### config.mk
export PLATFORM = sky130hd
export DESIGN_NAME = seq_divider_flat
export DESIGN_NICKNAME = d
export VERILOG_FILES = /design/src/rtl/seq_divider_if.sv /design/src/rtl/seq_divider.sv /design/src/flat_wrapper.sv
export SDC_FILE = /design/constraint.sdc
export NUM_CORES = 1
export LEC_CHECK = 0
export CAP_MARGIN = 40
export CORE_ASPECT_RATIO = 0.8
export CORE_MARGIN = 2
export CORE_UTILIZATION = 25
export DETAILED_ROUTE_END_ITERATION = 10
export PLACE_DENSITY = 0.48
export SYNTH_ARGS = -nofsm -noshare
export SYNTH_HDL_FRONTEND = slang
export SYNTH_SLANG_ARGS = --single-unit
### constraint.sdc
create_clock -name clk -period 6.33 [get_ports clk]
set_clock_uncertainty 0.05 [all_clocks]
set_input_delay 1.266 -clock clk [delete_from_list [all_inputs] [get_ports clk]]
set_output_delay 1.266 -clock clk [all_outputs]
set_load 0.005 [all_outputs]
### src/rtl/seq_divider_if.sv
`default_nettype none
// ============================================================================
// Module   : seq_divider_if
// Brief    : Operand/result valid-ready bundle for seq_divider.
// Revision : 1.0 - initial release
// ============================================================================
interface seq_divider_if #(
    parameter int WIDTH = 32
) ();
    logic             in_valid;
    logic             in_ready;
    logic [WIDTH-1:0] dividend;
    logic [WIDTH-1:0] divisor;
    logic             out_valid;
    logic             out_ready;
    logic [WIDTH-1:0] quotient;
    logic [WIDTH-1:0] remainder;
    logic             div_by_zero;

    modport master (
        output in_valid, dividend, divisor, out_ready,
        input  in_ready, out_valid, quotient, remainder, div_by_zero
    );

    modport slave (
        input  in_valid, dividend, divisor, out_ready,
        output in_ready, out_valid, quotient, remainder, div_by_zero
    );
endinterface
`default_nettype wire

### src/rtl/seq_divider.sv
`default_nettype none
// ============================================================================
// Module   : seq_divider
// Brief    : Radix-2 restoring unsigned divider, one quotient bit per clock.
//            Macro SEQ_DIVIDER_DIV0_X_EN makes divide-by-zero results all-X.
// Revision : 1.0 - initial release
// ============================================================================
module seq_divider #(
    parameter int WIDTH = 32
) (
    input  wire logic    clk,
    input  wire logic    rst,
    seq_divider_if.slave bus
);
    localparam int                 C_CNT_W    = $clog2(WIDTH);
    localparam logic [C_CNT_W-1:0] C_CNT_LAST = C_CNT_W'(WIDTH - 1);

    typedef enum logic [1:0] {
        S_IDLE = 2'd0,
        S_LOAD = 2'd1,
        S_BUSY = 2'd2,
        S_DONE = 2'd3
    } state_t;

    state_t             r_state_q, w_state_d;
    logic [C_CNT_W-1:0] r_cnt_q,   w_cnt_d;
    logic [WIDTH-1:0]   r_rem_q,   w_rem_d;
    logic [WIDTH-1:0]   r_quo_q,   w_quo_d;
    logic [WIDTH-1:0]   r_div_q,   w_div_d;
    logic               r_dz_q,    w_dz_d;

    // Shifted remainder needs WIDTH+1 bits; the trial's top bit is its sign.
    logic [WIDTH:0]     w_rem_sh;
    logic [WIDTH:0]     w_trial;
    logic               w_fits;

    assign w_rem_sh = {r_rem_q, r_quo_q[WIDTH-1]};
    assign w_trial  = w_rem_sh - {1'b0, r_div_q};
    assign w_fits   = ~w_trial[WIDTH];

    always_comb begin
        w_state_d = r_state_q;
        w_cnt_d   = r_cnt_q;
        w_rem_d   = r_rem_q;
        w_quo_d   = r_quo_q;
        w_div_d   = r_div_q;
        w_dz_d    = r_dz_q;
        case (r_state_q)
            S_IDLE: begin
                if (bus.in_valid) begin
                    w_quo_d   = bus.dividend;
                    w_div_d   = bus.divisor;
                    w_rem_d   = '0;
                    w_state_d = S_LOAD;
                end
            end
            S_LOAD: begin
                if (r_div_q == '0) begin
                    w_dz_d    = 1'b1;
`ifdef SEQ_DIVIDER_DIV0_X_EN
                    w_quo_d   = {WIDTH{1'bx}};
                    w_rem_d   = {WIDTH{1'bx}};
`else
                    w_quo_d   = '1;
                    w_rem_d   = r_quo_q;
`endif
                    w_state_d = S_DONE;
                end else begin
                    w_dz_d    = 1'b0;
                    w_rem_d   = '0;
                    w_cnt_d   = C_CNT_LAST;
                    w_state_d = S_BUSY;
                end
            end
            S_BUSY: begin
                // Ternaries keep X operands propagating into the results.
                w_rem_d = w_fits ? w_trial[WIDTH-1:0] : w_rem_sh[WIDTH-1:0];
                w_quo_d = {r_quo_q[WIDTH-2:0], w_fits};
                if (r_cnt_q == '0) begin
                    w_state_d = S_DONE;
                end else begin
                    w_cnt_d = r_cnt_q - C_CNT_W'(1);
                end
            end
            S_DONE: begin
                if (bus.out_ready) begin
                    w_state_d = S_IDLE;
                end
            end
            default: w_state_d = S_IDLE;
        endcase
    end

    always_ff @(posedge clk) begin
        if (rst) begin
            r_state_q <= S_IDLE;
            r_cnt_q   <= '0;
            r_rem_q   <= '0;
            r_quo_q   <= '0;
            r_div_q   <= '0;
            r_dz_q    <= 1'b0;
        end else begin
            r_state_q <= w_state_d;
            r_cnt_q   <= w_cnt_d;
            r_rem_q   <= w_rem_d;
            r_quo_q   <= w_quo_d;
            r_div_q   <= w_div_d;
            r_dz_q    <= w_dz_d;
        end
    end

    assign bus.in_ready    = (r_state_q == S_IDLE);
    assign bus.out_valid   = (r_state_q == S_DONE);
    assign bus.quotient    = r_quo_q;
    assign bus.remainder   = r_rem_q;
    assign bus.div_by_zero = r_dz_q;
endmodule
`default_nettype wire

### src/flat_wrapper.sv
// flat-port wrapper written by rule: the top's interface ports become plain ports
module seq_divider_flat 
#(
    parameter int WIDTH = 32
)
  (clk, rst, bus_in_valid, bus_dividend, bus_divisor, bus_out_ready, bus_in_ready, bus_out_valid, bus_quotient, bus_remainder, bus_div_by_zero);
  seq_divider_if #(.WIDTH(WIDTH)) bus_i ();
  input  wire logic clk;
  input  wire logic rst;
  input wire logic [$bits(bus_i.in_valid)-1:0] bus_in_valid;
  input wire logic [$bits(bus_i.dividend)-1:0] bus_dividend;
  input wire logic [$bits(bus_i.divisor)-1:0] bus_divisor;
  input wire logic [$bits(bus_i.out_ready)-1:0] bus_out_ready;
  output wire logic [$bits(bus_i.in_ready)-1:0] bus_in_ready;
  output wire logic [$bits(bus_i.out_valid)-1:0] bus_out_valid;
  output wire logic [$bits(bus_i.quotient)-1:0] bus_quotient;
  output wire logic [$bits(bus_i.remainder)-1:0] bus_remainder;
  output wire logic [$bits(bus_i.div_by_zero)-1:0] bus_div_by_zero;
  assign bus_i.in_valid = bus_in_valid;
  assign bus_i.dividend = bus_dividend;
  assign bus_i.divisor = bus_divisor;
  assign bus_i.out_ready = bus_out_ready;
  assign bus_in_ready = bus_i.in_ready;
  assign bus_out_valid = bus_i.out_valid;
  assign bus_quotient = bus_i.quotient;
  assign bus_remainder = bus_i.remainder;
  assign bus_div_by_zero = bus_i.div_by_zero;
  seq_divider #(.WIDTH(WIDTH)) u_core (.clk(clk), .rst(rst), .bus(bus_i));
endmodule
### Word-level counts from Yosys, hierarchy flattened

Index checks and enable logic that the tools add are counted.

* flip-flop bits (word level): 104
* input bits: 68
* output and inout bits: 67
* word-level logic and storage cells: 44

* add/subtract/negate cells: 2
* eq/ne operators: 9
* muxes and demuxes: 16
* bitwise operators: 1
* reductions and logical operators: 10

Operators with widths (number)
* case mux 32 bit (3 select lines): 2
* two-way mux 32 bit: 5
* subtractor 33 x 32 -> 33 bit: 1
* logical NOT 32 bit: 1
* two-way mux 5 bit: 2
* case mux 5 bit (2 select lines): 1
* AND reduction 3 bit: 3
* inequality test 2 bit (second input constant): 4
* case mux 2 bit (4 select lines): 1
* two-way mux 2 bit: 3
* logical NOT 5 bit: 1
* subtractor 5 x 1 -> 5 bit (second input constant): 1
* equality test 2 bit (second input constant): 2
* inequality test 2 x 1 -> 1 bit (second input constant): 2
* AND reduction 2 bit: 2
* nonzero test 3 bit: 1
* equality test 2 x 1 -> 1 bit (second input constant): 1
* logical NOT 2 bit: 1
* two-way mux 1 bit: 2
* nonzero test 2 bit: 1
* NOT 1 bit: 1

### Depth between registers and ports, before layout

* word-level depth: 3
* gate-level depth with buffers: 14
* mapped depth without buffers: 13

### Least setup slack after synthesis

OpenSTA, ideal clock, no wires.

* kind: register -> register
* start: register u_core.r_quo_q[31] (netlist: u_core.bus.quotient[31])
* end: register u_core.r_rem_q[15] (netlist: u_core.bus.remainder[15])
* library setup time: 132 ps
* data arrival time: 3083 ps
* required time: 6148 ps
* slack: 3066 ps
* stages on the path, launching flop included: 15
* buffers on the path: 1
* clock period less this slack: 3264 ps
* cells stage by stage: dfxtp_1 -> inv_1 -> ha_1 -> inv_1 -> fa_1 -> a21oi_2 -> o211ai_2 -> a211oi_4 -> o211ai_2 -> a2111o_1 -> and3_1 -> buf_6 -> mux2_4 -> a222oi_1 -> nor3_1

* cells in the longest elaborated chain, start to end: 3

Ends and longest elaborated chain
* start: declaration: RTL line seq_divider.sv:28 `logic [WIDTH-1:0] r_quo_q, w_quo_d;`
* start signal: assignment: RTL line seq_divider.sv:106 `r_quo_q <= w_quo_d;`
* subtractor 33 x 32 -> 33 bit: RTL line seq_divider.sv:38 `assign w_trial = w_rem_sh - {1'b0, r_div_q};`
* two-way mux 32 bit: RTL line seq_divider.sv:77 `w_rem_d = w_fits ? w_trial[WIDTH-1:0] : w_rem_sh[WIDTH-1:0];`
* case mux 32 bit (3 select lines): RTL line seq_divider.sv:48 `case (r_state_q)`
* end signal: assignment: RTL line seq_divider.sv:105 `r_rem_q <= w_rem_d;`
* end: declaration: RTL line seq_divider.sv:27 `logic [WIDTH-1:0] r_rem_q, w_rem_d;`

No other way between the ends.
A chain may end at the register's enable or synchronous reset.

### Final worst setup path

* start: register u_core.r_quo_q[31] (netlist: u_core.bus.quotient[31])
* end: register u_core.r_rem_q[3] (netlist: u_core.bus.remainder[3])

The elaborated chain is that of the path after synthesis.

==> impl_summary.txt <==
----------------------------------------------------
[Layout]
  NumNets Final ... 1101
  Proportion of layout cells with a drive suffix above 1 ... 4.10%
  Area Overhead vs Synth ... 29.5%
  Finished Cell Area ... between 0.008 and 0.009 mm2
  # diodes ... 0

[Critical path]
  Worst stage delay on the critical path ... 730 ps
  Worst path cell trace ... inv_1, ha_1, inv_1, fa_1, a21oi_2, o211ai_2, a211oi_4, nand4_1, nand4_1, and3_1, mux2_2, a222oi_1, nor3_1
  Required time at the worst-slack endpoint ... between 6000 and 7000 ps
  Kind of start point of the critical path ... flop
  Critical path endpoint category ... flop
  Worst-path maximum fanout ... 17
  Cell with the largest stage delay on the worst path ... sky130_fd_sc_hd__and3_1
  Critical setup path kind ... flop to flop
  Data arrival time of the critical path ... 4110 ps

[Clock network]
  Number of setup buffers added after CTS ... 0
  Level count of the clock H-tree ... 3
  Hold buffer count at CTS ... 0
  Total clock buffers created by CTS ... 9
  Number of sinks driven by the clock tree ... 104
  Cells resized by post-CTS repair ... 0
  CTS tree ... yes
  Clk Latency, worst-skew pair ... 360 ps
  Clock root cell ... sky130_fd_sc_hd__clkbuf_16
  Clk buf depth ... 2
  CTS clk-pin slew, worst paths ... 80 ps

[Synthesis]
  Seq cells post-synth ... around 100
  Area share of the largest cell type after synthesis ... about a third
  Synth Flop Type ... sky130_fd_sc_hd__dfxtp_1
  Gate count after technology mapping ... 902
  EDFF count, synth ... 0
  Cell types occupying the most area after synthesis ... sky130_fd_sc_hd__dfxtp_1, sky130_fd_sc_hd__a21oi_1, sky130_fd_sc_hd__ha_1
  Number of nets produced by synthesis ... just over 1000
  Post-synthesis area per instance ... 7.27 um2
  Number of distinct library cells after synthesis ... 58
  Synth Warn # ... 0
  Netlist area before placement ... 0.00656 mm2
  Largest area contributor in the netlist ... sky130_fd_sc_hd__dfxtp_1
  Register area share after synthesis ... 31.7%
  FFs w/ async S/R, synth ... 0%

[Power and ir drop]
  Static leakage ... 3.08 nW
  Total power draw ... 0.00353 W
  Max IR drop VDD ... 0.000279 V
  Power Density ... a little over 400 mW/mm2

[Place]
  Routability congestion estimate from global placement ... between 0.8 and 0.9
  Cell area reported after detailed placement ... roughly 0.008 mm2
  Port Buffer Count ... 134
  Detailed placement HPWL ... approximately 18 mm

[GRT]
  GRT busiest layer ... met1
  Met1 track utilization from global routing ... 26.2%
  GR Util All Layers ... 17.5%
  GR Layer Usage met2 ... roughly a quarter
  GRT met3 Usage ... 4.25%
  Total congestion overflow ... 0
  Global-route wire length before repair ... 37.1 mm
  Antenna violations before repair ... 0
  Maximum number of pins on one net before global-route repair ... 68
  Vias in the first global route ... 6291

[Floorplanning]
  Vert. Die Dim ... 149 um
  Core Area ... 0.0256 mm2
  Effective utilization at floorplan ... 25.7%
  Floorplan die area ... between 0.02 and 0.03 mm2
  # IOs ... 135
  Die Wd ... 185 um
  # rows ... 52

[Drt]
  Residual DRC ... 0
  Iteration-0 DRC Markers ... approximately 480
  Number of vias per cell ... 4.96
  Residual antenna-violating net count after detailed routing ... 0
  Routed wire length per instance ... 17.8 um
  Final wirelength ... 24.1 mm
  Number of detailed-routing iterations run before antenna repair ... 5
  Total number of vias ... about 6700

[STA]
  Max Clk Rate ... 254 MHz
  Fin Setup TNS ... 0 ps
  Fin. Hold Viols ... 0
  Setup violations, final ... 0
  Slew @ Worst Pin ... 847 ps
  Max-slew violation count ... 0
  Worst relative slew slack ... 43.5%
  Setup repair after global routing missed its margin ... false
  Final worst-path cycle share ... 62.2%
  Min cycle time layout ... 3940 ps

[Run]
  Maxcap violations ... 0

[Outcome]
  Status ... complete, no violations

[Min path]
  Min-Delay Path Class ... flop to flop

----------------------------------------------------
critical path, delay by kind of cell, from the launching register on:
family	cells	cell delay [ps]
buffers and inverters	2	140
AOI/OAI and AO/OA	4	990
DFF	1	370
muxes	1	420
adders and majority gates	2	590
and+or+nand+nor	4	1240
final cells by class:
class	count	area, um2
inverter	46	173
tap	351	439
fill	2782	17100
multi-input combinational	689	4070
timing repair buffer	144	1420
clock buffer	9	225
sequential	104	2080
clock inverter	7	88.8
routing by layer:
layer	part of all wire (%)	up-vias	routed length (um)
li1	-	3405	-
met1	52	3096	12500
met2	41	178	9860
met3	6.0	17	1460
met4	1.2	0	299
met5	0	-	0
per-stage QoR:
step / std cells / hold slack [ps] / utilization, % / setup WS [ps]
after global routing: 1350 / 447 / 33.2 / 2190
after detailed placement: 1333 / 417 / 32.0 / 2410
final: 1350 / 425 / 33.2 / 2390
after CTS: 1349 / 428 / 33.2 / 2360
after global placement: 1332 / 412 / 31.9 / 2420
after floorplan: 902 / 399 / - / 3070
power breakdown:
group	leakage [nW]	total (W)	switching, W	internal (W)
clock network	0.155	0.000605	0.000289	0.000317
registers	0.850	0.00105	0.000232	0.000815
logic	2.08	0.00187	0.00111	0.000761
cell families (layout without fill, tap and decap cells):
kind of cell	after synthesis	in the layout	share of synthesized area [%]
compound gates	321	321	30.0
xor+xnor	27	27	3.61
fa+ha+maj	39	39	7.55
buf+inv	109	206	6.41
flops	104	104	31.7
mux	7	7	1.16
simple gates	295	295	19.5
worst paths after layout:
| check | startpoint | to | slack [ps] | depth (start not counted) |
|---|---|---|---|---|
| min | u_core.r_div_q[17]$_SDFFE_PP0P_ | u_core.r_div_q[17]$_SDFFE_PP0P_ | 420 | 2 |
| max reg2reg | u_core.bus.quotient[31]$_SDFFE_PP0P_ | u_core.bus.remainder[3]$_SDFFE_PP0P_ | 2390 | 13 |
| min reg2reg | u_core.r_div_q[17]$_SDFFE_PP0P_ | u_core.r_div_q[17]$_SDFFE_PP0P_ | 420 | 2 |
| max | u_core.bus.quotient[31]$_SDFFE_PP0P_ | u_core.bus.remainder[3]$_SDFFE_PP0P_ | 2390 | 13 |
synthesized netlist by cell type, drive strengths merged, types with 7 or more instances:
master  count
o211ai      7
xnor2      16
xor2       11
nor2       99
dfxtp     104
o22ai      10
a21oi     162
a211oi     37
nor4        9
o21ai      34
clkbuf     57
nand3      20
inv        46
nand2     116
ha         38
a22oi      24
and2        7
nor3       12
nand4      10
layout by cell type (no fill, tap or decap), types with 4 or more instances in the layout:
master and n:
sky130_fd_sc_hd__o21ai_0 33, sky130_fd_sc_hd__o21a_1 4, sky130_fd_sc_hd__clkbuf_16 9, sky130_fd_sc_hd__o22ai_1 10
sky130_fd_sc_hd__nand4_1 10, sky130_fd_sc_hd__a311oi_1 5, sky130_fd_sc_hd__clkdlybuf4s50_1 133, sky130_fd_sc_hd__nor2b_1 6
sky130_fd_sc_hd__ha_1 36, sky130_fd_sc_hd__a21o_1 6, sky130_fd_sc_hd__o211ai_1 5, sky130_fd_sc_hd__nand3_1 20
sky130_fd_sc_hd__inv_1 46, sky130_fd_sc_hd__a211oi_1 36, sky130_fd_sc_hd__mux2i_1 5, sky130_fd_sc_hd__nor2_1 99
sky130_fd_sc_hd__nor3_1 12, sky130_fd_sc_hd__nand2_1 116, sky130_fd_sc_hd__buf_4 9, sky130_fd_sc_hd__and2_1 7
sky130_fd_sc_hd__a31oi_1 6, sky130_fd_sc_hd__a22oi_1 24, sky130_fd_sc_hd__xor2_1 11, sky130_fd_sc_hd__a21oi_1 160
sky130_fd_sc_hd__xnor2_1 16, sky130_fd_sc_hd__and3_1 4, sky130_fd_sc_hd__dfxtp_1 104, sky130_fd_sc_hd__nor4_1 9
sequential cells by signal (all words and copies together) (netlist names):
signal,cells
u_core.bus.quotient,32
u_core.bus.remainder,32
u_core.r_div_q,32
u_core.r_cnt_q,5
u_core.r_state_q,2
u_core.bus.div_by_zero,1
Note: power is estimated with default switching activity, not from simulation.
